===== config.mk =====
export PLATFORM = sky130hd
export DESIGN_NAME = fmap_out_drain
export DESIGN_NICKNAME = d
export VERILOG_FILES = /design/src/rtl/fmap_out_drain_pkg.sv /design/src/rtl/drain_fifo.sv /design/src/rtl/fmap_out_drain.sv
export SDC_FILE = /design/constraint.sdc
export NUM_CORES = 2
export LEC_CHECK = 0
export BUFFER_PORTS_ARGS = -buffer_cell sky130_fd_sc_hd__buf_2
export CAP_MARGIN = 0
export CORE_ASPECT_RATIO = 0.7
export CORE_MARGIN = 3
export CORE_UTILIZATION = 40
export DETAILED_ROUTE_END_ITERATION = 8
export HOLD_SLACK_MARGIN = 0.1
export PLACE_DENSITY_LB_ADDON = 0.12
export SLEW_MARGIN = 20
export SYNTH_ARGS = -nofsm -noshare
export SYNTH_HDL_FRONTEND = slang
export SYNTH_HIERARCHICAL = 1
export SYNTH_SLANG_ARGS = --single-unit

===== constraint.sdc =====
create_clock -name clk -period 20.5 [get_ports clk]
set_clock_uncertainty 0.2 [all_clocks]
set_input_delay 3.075 -clock clk [delete_from_list [all_inputs] [get_ports clk]]
set_output_delay 3.075 -clock clk [all_outputs]
set_load 0.05 [all_outputs]

===== src/rtl/fmap_out_drain_pkg.sv =====
// Shared definitions for the feature-map output drain: default
// parameter values and the frame-control state encoding.
package fmap_out_drain_pkg;

    localparam int DEF_DATA_IN_WIDTH  = 512;
    localparam int DEF_DATA_OUT_WIDTH = 64;
    localparam int DEF_FIFO_DEPTH     = 4;
    localparam int DEF_FRAME_WORDS    = 16;

    typedef enum logic [1:0] {
        IDLE = 2'd0,
        RUN  = 2'd1,
        DONE = 2'd2
    } drainState_e;

endpackage


===== src/rtl/drain_fifo.sv =====
// Single-clock word buffer between the layer output and the beat
// serializer. A push into a full buffer is honoured only when a pop
// happens in the same cycle, so the slot being vacated is reused.
module drain_fifo
    import fmap_out_drain_pkg::*;
#(
    parameter int WIDTH = DEF_DATA_IN_WIDTH,
    parameter int DEPTH = DEF_FIFO_DEPTH,
    parameter int CNT_W = $clog2(DEPTH + 1)
) (
    input  logic             clk,
    input  logic             rst,
    input  logic             push_i,
    input  logic             pop_i,
    input  logic [WIDTH-1:0] wdata_i,
    output logic [WIDTH-1:0] rdata_o,
    output logic             full_o,
    output logic             empty_o,
    output logic [CNT_W-1:0] count_o
);

    localparam int PTR_W = $clog2(DEPTH);

    logic [WIDTH-1:0] mem_q [DEPTH];
    logic [PTR_W-1:0] wrPtr_q;
    logic [PTR_W-1:0] rdPtr_q;
    logic [CNT_W-1:0] count_q;
    logic             doPush;
    logic             doPop;

    assign empty_o = (count_q == '0);
    assign full_o  = (count_q == CNT_W'(DEPTH));
    assign count_o = count_q;
    assign rdata_o = mem_q[rdPtr_q];
    assign doPop   = pop_i && !empty_o;
    assign doPush  = push_i && (!full_o || doPop);

    // Storage array; contents need no reset because occupancy gates every read.
    always_ff @(posedge clk) begin
        if (doPush) begin
            mem_q[wrPtr_q] <= wdata_i;
        end
    end

    // Pointers and occupancy; pointers wrap naturally since DEPTH is a power of two.
    always_ff @(posedge clk or negedge rst) begin
        if (!rst) begin
            wrPtr_q <= '0;
            rdPtr_q <= '0;
            count_q <= '0;
        end else begin
            if (doPush) begin
                wrPtr_q <= wrPtr_q + 1'b1;
            end
            if (doPop) begin
                rdPtr_q <= rdPtr_q + 1'b1;
            end
            case ({doPush, doPop})
                2'b10:   count_q <= count_q + 1'b1;
                2'b01:   count_q <= count_q - 1'b1;
                default: count_q <= count_q;
            endcase
        end
    end

endmodule


===== src/rtl/fmap_out_drain.sv =====
// Drains one frame of wide layer output words to a narrow host stream.
// Words are buffered in drain_fifo and split LSB-first into beats; the
// frame ends when the last beat of the final word is accepted by the sink.
module fmap_out_drain
    import fmap_out_drain_pkg::*;
#(
    parameter int DATA_IN_WIDTH  = DEF_DATA_IN_WIDTH,
    parameter int DATA_OUT_WIDTH = DEF_DATA_OUT_WIDTH,
    parameter int FIFO_DEPTH     = DEF_FIFO_DEPTH,
    parameter int FRAME_WORDS    = DEF_FRAME_WORDS
) (
    input  logic                      clk,
    input  logic                      rst,
    input  logic                      start,
    input  logic                      in_en,
    input  logic [DATA_IN_WIDTH-1:0]  data_in,
    output logic                      fifo_afull,
    output logic [DATA_OUT_WIDTH-1:0] data_out,
    output logic                      out_en,
    input  logic                      out_rdy,
    output logic                      done,
    output logic                      overflow
);

    localparam int BEATS  = DATA_IN_WIDTH / DATA_OUT_WIDTH;
    localparam int BEAT_W = (BEATS > 1) ? $clog2(BEATS) : 1;
    localparam int OCC_W  = $clog2(FIFO_DEPTH + 1);
    localparam int WORD_W = $clog2(FRAME_WORDS + 1);

    drainState_e               state_q;
    drainState_e               state_d;
    logic                      frameStart;
    logic                      frameEnd;

    logic                      fifoPush;
    logic                      fifoPop;
    logic                      fifoFull;
    logic                      fifoEmpty;
    logic [OCC_W-1:0]          fifoCount;
    logic [DATA_IN_WIDTH-1:0]  fifoHead;

    logic [DATA_IN_WIDTH-1:0]  word_q;
    logic                      serValid_q;
    logic [BEAT_W-1:0]         beatCnt_q;
    logic [WORD_W-1:0]         accCnt_q;
    logic [WORD_W-1:0]         delCnt_q;
    logic                      overflow_q;

    logic                      xfer;
    logic                      lastBeat;
    logic                      inWindow;
    logic                      dropWord;

    assign xfer     = serValid_q && out_rdy;
    assign lastBeat = xfer && (beatCnt_q == BEAT_W'(BEATS - 1));
    assign fifoPop  = !fifoEmpty && (!serValid_q || lastBeat);
    assign inWindow = (state_q == RUN) && in_en && (accCnt_q < WORD_W'(FRAME_WORDS));
    assign fifoPush = inWindow && (!fifoFull || fifoPop);
    assign dropWord = inWindow && fifoFull && !fifoPop;
    assign frameEnd = (state_q == RUN) && lastBeat && (delCnt_q == WORD_W'(FRAME_WORDS - 1));

    assign out_en     = serValid_q;
    assign data_out   = serValid_q ? word_q[DATA_OUT_WIDTH-1:0] : '0;
    assign done       = (state_q == DONE);
    assign overflow   = overflow_q;
    assign fifo_afull = (fifoCount >= OCC_W'(FIFO_DEPTH - 1));

    drain_fifo #(
        .WIDTH (DATA_IN_WIDTH),
        .DEPTH (FIFO_DEPTH),
        .CNT_W (OCC_W)
    ) uFifo (
        .clk     (clk),
        .rst     (rst),
        .push_i  (fifoPush),
        .pop_i   (fifoPop),
        .wdata_i (data_in),
        .rdata_o (fifoHead),
        .full_o  (fifoFull),
        .empty_o (fifoEmpty),
        .count_o (fifoCount)
    );

    // Frame state register.
    always_ff @(posedge clk or negedge rst) begin
        if (!rst) begin
            state_q <= IDLE;
        end else begin
            state_q <= state_d;
        end
    end

    // Next-state logic; start is only honoured while idle.
    always_comb begin
        state_d    = state_q;
        frameStart = 1'b0;
        unique case (state_q)
            IDLE: begin
                if (start) begin
                    state_d    = RUN;
                    frameStart = 1'b1;
                end
            end
            RUN: begin
                if (frameEnd) begin
                    state_d = DONE;
                end
            end
            DONE:    state_d = IDLE;
            default: state_d = IDLE;
        endcase
    end

    // Frame bookkeeping: accepted and delivered word counts plus the sticky drop flag.
    always_ff @(posedge clk or negedge rst) begin
        if (!rst) begin
            accCnt_q   <= '0;
            delCnt_q   <= '0;
            overflow_q <= 1'b0;
        end else if (frameStart) begin
            accCnt_q   <= '0;
            delCnt_q   <= '0;
            overflow_q <= 1'b0;
        end else begin
            if (fifoPush) begin
                accCnt_q <= accCnt_q + 1'b1;
            end
            if ((state_q == RUN) && lastBeat) begin
                delCnt_q <= delCnt_q + 1'b1;
            end
            if (dropWord) begin
                overflow_q <= 1'b1;
            end
        end
    end

    // Serializer: load from the buffer head, then shift one beat out per transfer.
    always_ff @(posedge clk or negedge rst) begin
        if (!rst) begin
            word_q     <= '0;
            serValid_q <= 1'b0;
            beatCnt_q  <= '0;
        end else if (fifoPop) begin
            word_q     <= fifoHead;
            serValid_q <= 1'b1;
            beatCnt_q  <= '0;
        end else if (xfer) begin
            word_q    <= word_q >> DATA_OUT_WIDTH;
            beatCnt_q <= lastBeat ? '0 : beatCnt_q + 1'b1;
            if (lastBeat) begin
                serValid_q <= 1'b0;
            end
        end
    end

endmodule


[Word level (Yosys, flattened, before mapping)]
Memories as Yosys holds them, arrays and structs flattened.
Cells that the tools add are included.
Word-level totals
  flip-flop bits (word level): 536
  memory bits (writable): 2048
  input port bits: 517
  output and inout port bits: 68
  memories kept: 1
Operators by class
  $add $sub $neg: 7
  $lt $le $gt $ge: 2
  eq/ne operators: 9
  multiplexer cells: 23
  reductions and logical operators: 29
Memory list
  uFifo.mem_q: depth 4, width 512, rd ports 1, clocked after memory_dff 0, wr ports 1, line drain_fifo.sv:24  | logic [WIDTH-1:0] mem_q [DEPTH];
Operators with widths (number)
  512-bit 2-to-1 mux: 2
  64-bit 2-to-1 mux: 1
  5-bit 2-to-1 mux: 4
  1-bit logical AND: 12
  2-bit nonzero test: 6
  5-bit by 1-bit adder with 5-bit output (second input constant): 2
  1-bit 2-to-1 mux: 9
  3-bit 2-to-1 mux: 3
  3-bit by 1-bit adder with 3-bit output (second input constant): 2
  3-bit equality test (second input constant): 2
  3-bit one-hot mux with 2 select lines: 1
  5-bit by 4-bit equality test with 1-bit output (second input constant): 1
  5-bit < comparator (second input constant): 1
  2-bit by 1-bit adder with 2-bit output (second input constant): 2
  2-bit by 1-bit equality test with 1-bit output (second input constant): 2
  2-bit equality test (second input constant): 2
  1-bit logical NOT: 4
  2-bit 2-to-1 mux: 2
  2-bit inequality test (second input constant): 2
  2-bit one-hot mux with 2 select lines: 1
  2-bit AND reduction: 2
  3-bit by 2-bit >= comparator with 1-bit output (second input constant): 1
  3-bit logical NOT: 1
  1-bit logical OR: 3
  2 further kinds: 2

[Logic depth before layout (Yosys ltp)]
  depth in word-level cells: 9
  mapped depth: 15
  depth with buffers taken out: 13

[Hierarchy]
The synthesis kept the hierarchy.
Modules (own cells, without submodules)
  drain_fifo: instances 1, cells each 2712, area an instance 74337.5 um^2, sequential area each 61674.2 um^2
  fmap_out_drain: instances 1, cells each 2875, area an instance 23921.7 um^2, sequential area each 13237.7 um^2

[Worst setup path after synthesis]
OpenSTA, ideal clock, no wires.
  kind: input port to flip-flop
  start: in out_rdy
  end: mem uFifo/mem_q[0][0] in the netlist's numbering (enable)
  arrival time: 15.541 ns
  data required time: 19.355 ns
  path slack: 3.814 ns
  stages on the path: 7
  path buffers: 2
  cells stage by stage: a21boi_1 -> or2_1 -> buf_2 -> inv_2 -> buf_2 -> o21a_2 -> and2_1
Between the ends
  longest elaborated chain between the ends: 9
  elaborated cells between the ends (all ways): 11
  classes of those cells: mux: 2; reduce/logical: 9
Ends and longest elaborated chain
  from (decl): line fmap_out_drain.sv:20  | input logic out_rdy,
  1-bit logical AND *: line fmap_out_drain.sv:54  | assign xfer = serValid_q && out_rdy;
  1-bit logical AND *: line fmap_out_drain.sv:55  | assign lastBeat = xfer && (beatCnt_q == BEAT_W'(BEATS - 1));
  1-bit logical OR *: line fmap_out_drain.sv:56  | assign fifoPop = !fifoEmpty && (!serValid_q || lastBeat);
  1-bit logical AND *: line fmap_out_drain.sv:56
  named net fifoPop: line fmap_out_drain.sv:36  | logic fifoPop;
  1-bit logical OR / 1-bit logical AND (equally long branches): line fmap_out_drain.sv:58, drain_fifo.sv:35
  1-bit logical AND / 1-bit logical OR (equally long branches): line fmap_out_drain.sv:58, drain_fifo.sv:36
  1-bit logical AND *: line drain_fifo.sv:36  | assign doPush = push_i && (!full_o || doPop);
  1-bit 2-to-1 mux *: line drain_fifo.sv:40  | if (doPush) begin
  1-bit 2-to-1 mux (not written as such) *: line drain_fifo.sv:41  | mem_q[wrPtr_q] <= wdata_i;
  to (decl): line drain_fifo.sv:24
Mark *: on every way through the listed nets, which the timed path passes. The rest lies on a longest branch.

[Final worst setup path]
  start: in out_rdy
  end: mem uFifo/mem_q[3][6] in the netlist's numbering (enable)
Between the ends
  longest elaborated chain between the ends: 9
  elaborated cells between the ends (all ways): 11
  classes of those cells: mux: 2; reduce/logical: 9
Ends and longest elaborated chain (line)
  1-bit logical AND *: fmap_out_drain.sv:54
  1-bit logical AND *: fmap_out_drain.sv:55
  1-bit logical OR *: fmap_out_drain.sv:56
  1-bit logical AND *: fmap_out_drain.sv:56
  1-bit logical OR / 1-bit logical AND (equally long branches): fmap_out_drain.sv:58, drain_fifo.sv:35
  1-bit logical AND / 1-bit logical OR (equally long branches): fmap_out_drain.sv:58, drain_fifo.sv:36
  1-bit logical AND *: drain_fifo.sv:36
  1-bit 2-to-1 mux *: drain_fifo.sv:40
  1-bit 2-to-1 mux (not written as such) *: drain_fifo.sv:41
Mark *: on every way between the ends. The rest lies on a longest branch, timed or not.

==> reports/metrics.yaml <==
cp_max_fo: 68
cts_resized: 0
finalSetupViolCount: 0
tightestPinTransition_ps: 1240
worstPathArrival_ps: 8320
via_per_inst: 5.30
yosys-top-cells-area: "edfxtp_1, dfrtp_1, mux4_2, nand2_1, a31oi_1"
avgSynthCellArea_um2: 17.6
drv_cap: 0
netlist_instances: 5587
place_area_um2: 104000
seqCellArea_um2: 74900
slew_headroom_pct: 17.1
cellPowerDensity_nw_per_um2: 133
wl_met3_um: 12900
top_layer_used: "met5"
clock_latency_ps: 830
cts_hold_buf: 0
slew_violations: 0
post-route-min-period_ps: 8080
dr.pass1.iters: 6
worst_setup_path_end_kind: "register"
outcome: "completed"
netlist_area_um2: 98300
ioPinCount: 585
finalWorstSetupSlack_ps: 12420
ys_warn_count: 6
yosysTopAreaCellShare_pct: 62.6
start_kind: "input port"
cts_setup_buffers: 0
dpl.hpwl_um: 144000
hold_viol_final: 0
dieArea_um2: 252000
power_leakage_nw: 39.5
required_ps: 20740
rsz0062_at_grt: "no"
cts_made_buffers: 266
ys.flop_type: "edfxtp_1"
drt_iter0_markers: 3507
syn2layout_area_growth_pct: 14.5
routed_wl_um: 246000
synthDistinctLibCells: 42
clock-sinks: 2584
min_path_type: "register to register"
met1_length_um: 98300
cts_max_path_buffers: 4
grt-ovfl-total: 0
vdd_drop_max_v: 0.0000803
synth_edf_count: 2048
ctsHtreeMaxLevel: 5
start_util_pct: 40.4
async_flop_share_pct: 20.7
multi_input_area_um2: 21200
finalCritPeriodShare_pct: 39.4
crit_type: "input port to register"
r2r-start: "uFifo/rdPtr_q[0]$_DFFE_PN0P_"
wire_per_inst_um: 25.5
antenna_found_initial: 200
cts_tree: "done"
ys_seq_area_share_pct: 76.2
setup_tns_ps: 0
grt_first_pass_wirelength_um: 364000
syn-num-nets: 6115
core_area_um2: 243000
cts_root_buffer: "clkbuf_16"
drive_above_1_share_pct: 24.4
nets: 6709
die_x_um: 598
die-height_um: 421
dr_wl_met2_um: 128000
synth_top_cell_by_area: "edfxtp_1"
pre_cts_ws_ps: 11440
stdcell_area_um2: 112000
gp_congestion: 0.733
grt_max_degree: 193
cts.clk_slew.worst_paths_ps: 60
holdCritStartpoint: "word_q[470]$_DFFE_PN0P_"
rows: 151
synth_seq_cells: 2584
ant_nets: 0
grt_util_all_layers_pct: 19.5
startpoint: "out_rdy"
final_util_pct: 46.3
fmax_ghz: 0.124
grt_pass1_vias: 53299
drc: 0
num_vias: 51191
io_buffers: 584
fill_cells: 20991
==> sequential cells by signal, indices dropped and copies added, names as in the netlist, 2 cells and up <==
register / count
state_q: 2
word_q: 512
beatCnt_q: 3
delCnt_q: 5
uFifo/wrPtr_q: 2
uFifo/count_o: 3
accCnt_q: 5
uFifo/rdPtr_q: 2
uFifo/mem_q: 2048
==> where the power goes <==
part           leakage, nW  total, mW  switching [mW]  internal, mW
registers             25.8       7.27           0.416          6.86
clock network         4.12       4.72            1.98          2.75
logic                 9.57       3.00            1.75          1.25
total                 39.5       15.0            4.14          10.9
==> cells by family after synthesis <==
kind of cell | count (synthesis) | share of synthesized area, %
buf+inv | 356 | 2.19
xor+xnor | 9 | 0.0802
flops | 2584 | 76.2
mux | 514 | 11.8
compound gates | 466 | 2.97
fa+ha+maj | 11 | 0.148
simple gates | 1647 | 6.61
==> critical path, stage by stage <==
cell      delay, ps
buf_2           180
a21boi_1        100
or2_4           480
inv_2           140
o21a_2          230
and2_4          800
buf_4           860
buf_4           670
buf_4           820
buf_4           710
==> placed cells by master, fill, tap and decap left out, types with 5 or more instances in the layout <==
master and count:
buf_12 10, clkbuf_8 30, a31oi_1 448, buf_4 74, inv_1 12, ha_1 10, diode_2 61, bufinv_16 13
and2_1 65, clkinv_1 33, clkbuf_16 276, nor2_1 457, inv_6 8, clkinv_2 30, nand2_1 1031, xor2_1 6
clkbuf_1 78, nand3_1 72, buf_2 583, a21oi_1 5, o21ai_0 5, dfrtp_1 533, mux4_2 512, edfxtp_1 2048
and2_4 5
==> stage by stage <==
stage | power, mW | std cells | hold slack (ps)
after floorplan | 10.0 | 5587 | 258
after global placement | 10.5 | 9125 | 283
after detailed placement | 10.5 | 9125 | 285
after CTS | 15.3 | 9600 | 301
after global routing | 15.8 | 9624 | 318
final | 15.0 | 9662 | 295
==> metal layers <==
layer,vias to the layer above,GRT usage (%)
met5,-,0
met4,56,5.88
met3,579,4.41
met2,1160,34.0
met1,26721,24.3
li1,22675,-
==> path summary, 6_finish.rpt <==
| check | slack [ps] | to | depth (start not counted) |
|---|---|---|---|
| setup / recovery | 12420 | uFifo/mem_q[3][6]$_DFFE_PP_ | 10 |
| hold / removal | 290 | word_q[470]$_DFFE_PN0P_ | 2 |
| setup reg to reg | 14040 | word_q[15]$_DFFE_PN0P_ | 8 |
| hold reg to reg | 290 | word_q[470]$_DFFE_PN0P_ | 2 |
| max in group asynchronous | 15370 | word_q[19]$_DFFE_PN0P_ | 4 |
| min in group asynchronous | 1950 | word_q[468]$_DFFE_PN0P_ | 1 |
==> layout make-up <==
class	instances	share of cell area (%)
tap	3213	3.57
inverter	13	0.0434
multi-input combinational	2647	18.9
sequential	2584	66.6
clock inverter	91	0.716
timing repair buffer	669	3.30
clock buffer	384	6.77
antenna	61	0.136
==> synth_stat cells (all sizes together) (5+ instances only) <==
cell type,instances
xor2,6
a31oi,448
buf,228
dfrtp,536
edfxtp,2048
and2,70
nand2,1032
inv,13
mux4,512
nand3,72
ha,10
a21oi,5
clkbuf,115
nor2,457
o21ai,6
Note: power is estimated with default switching activity, not from simulation.
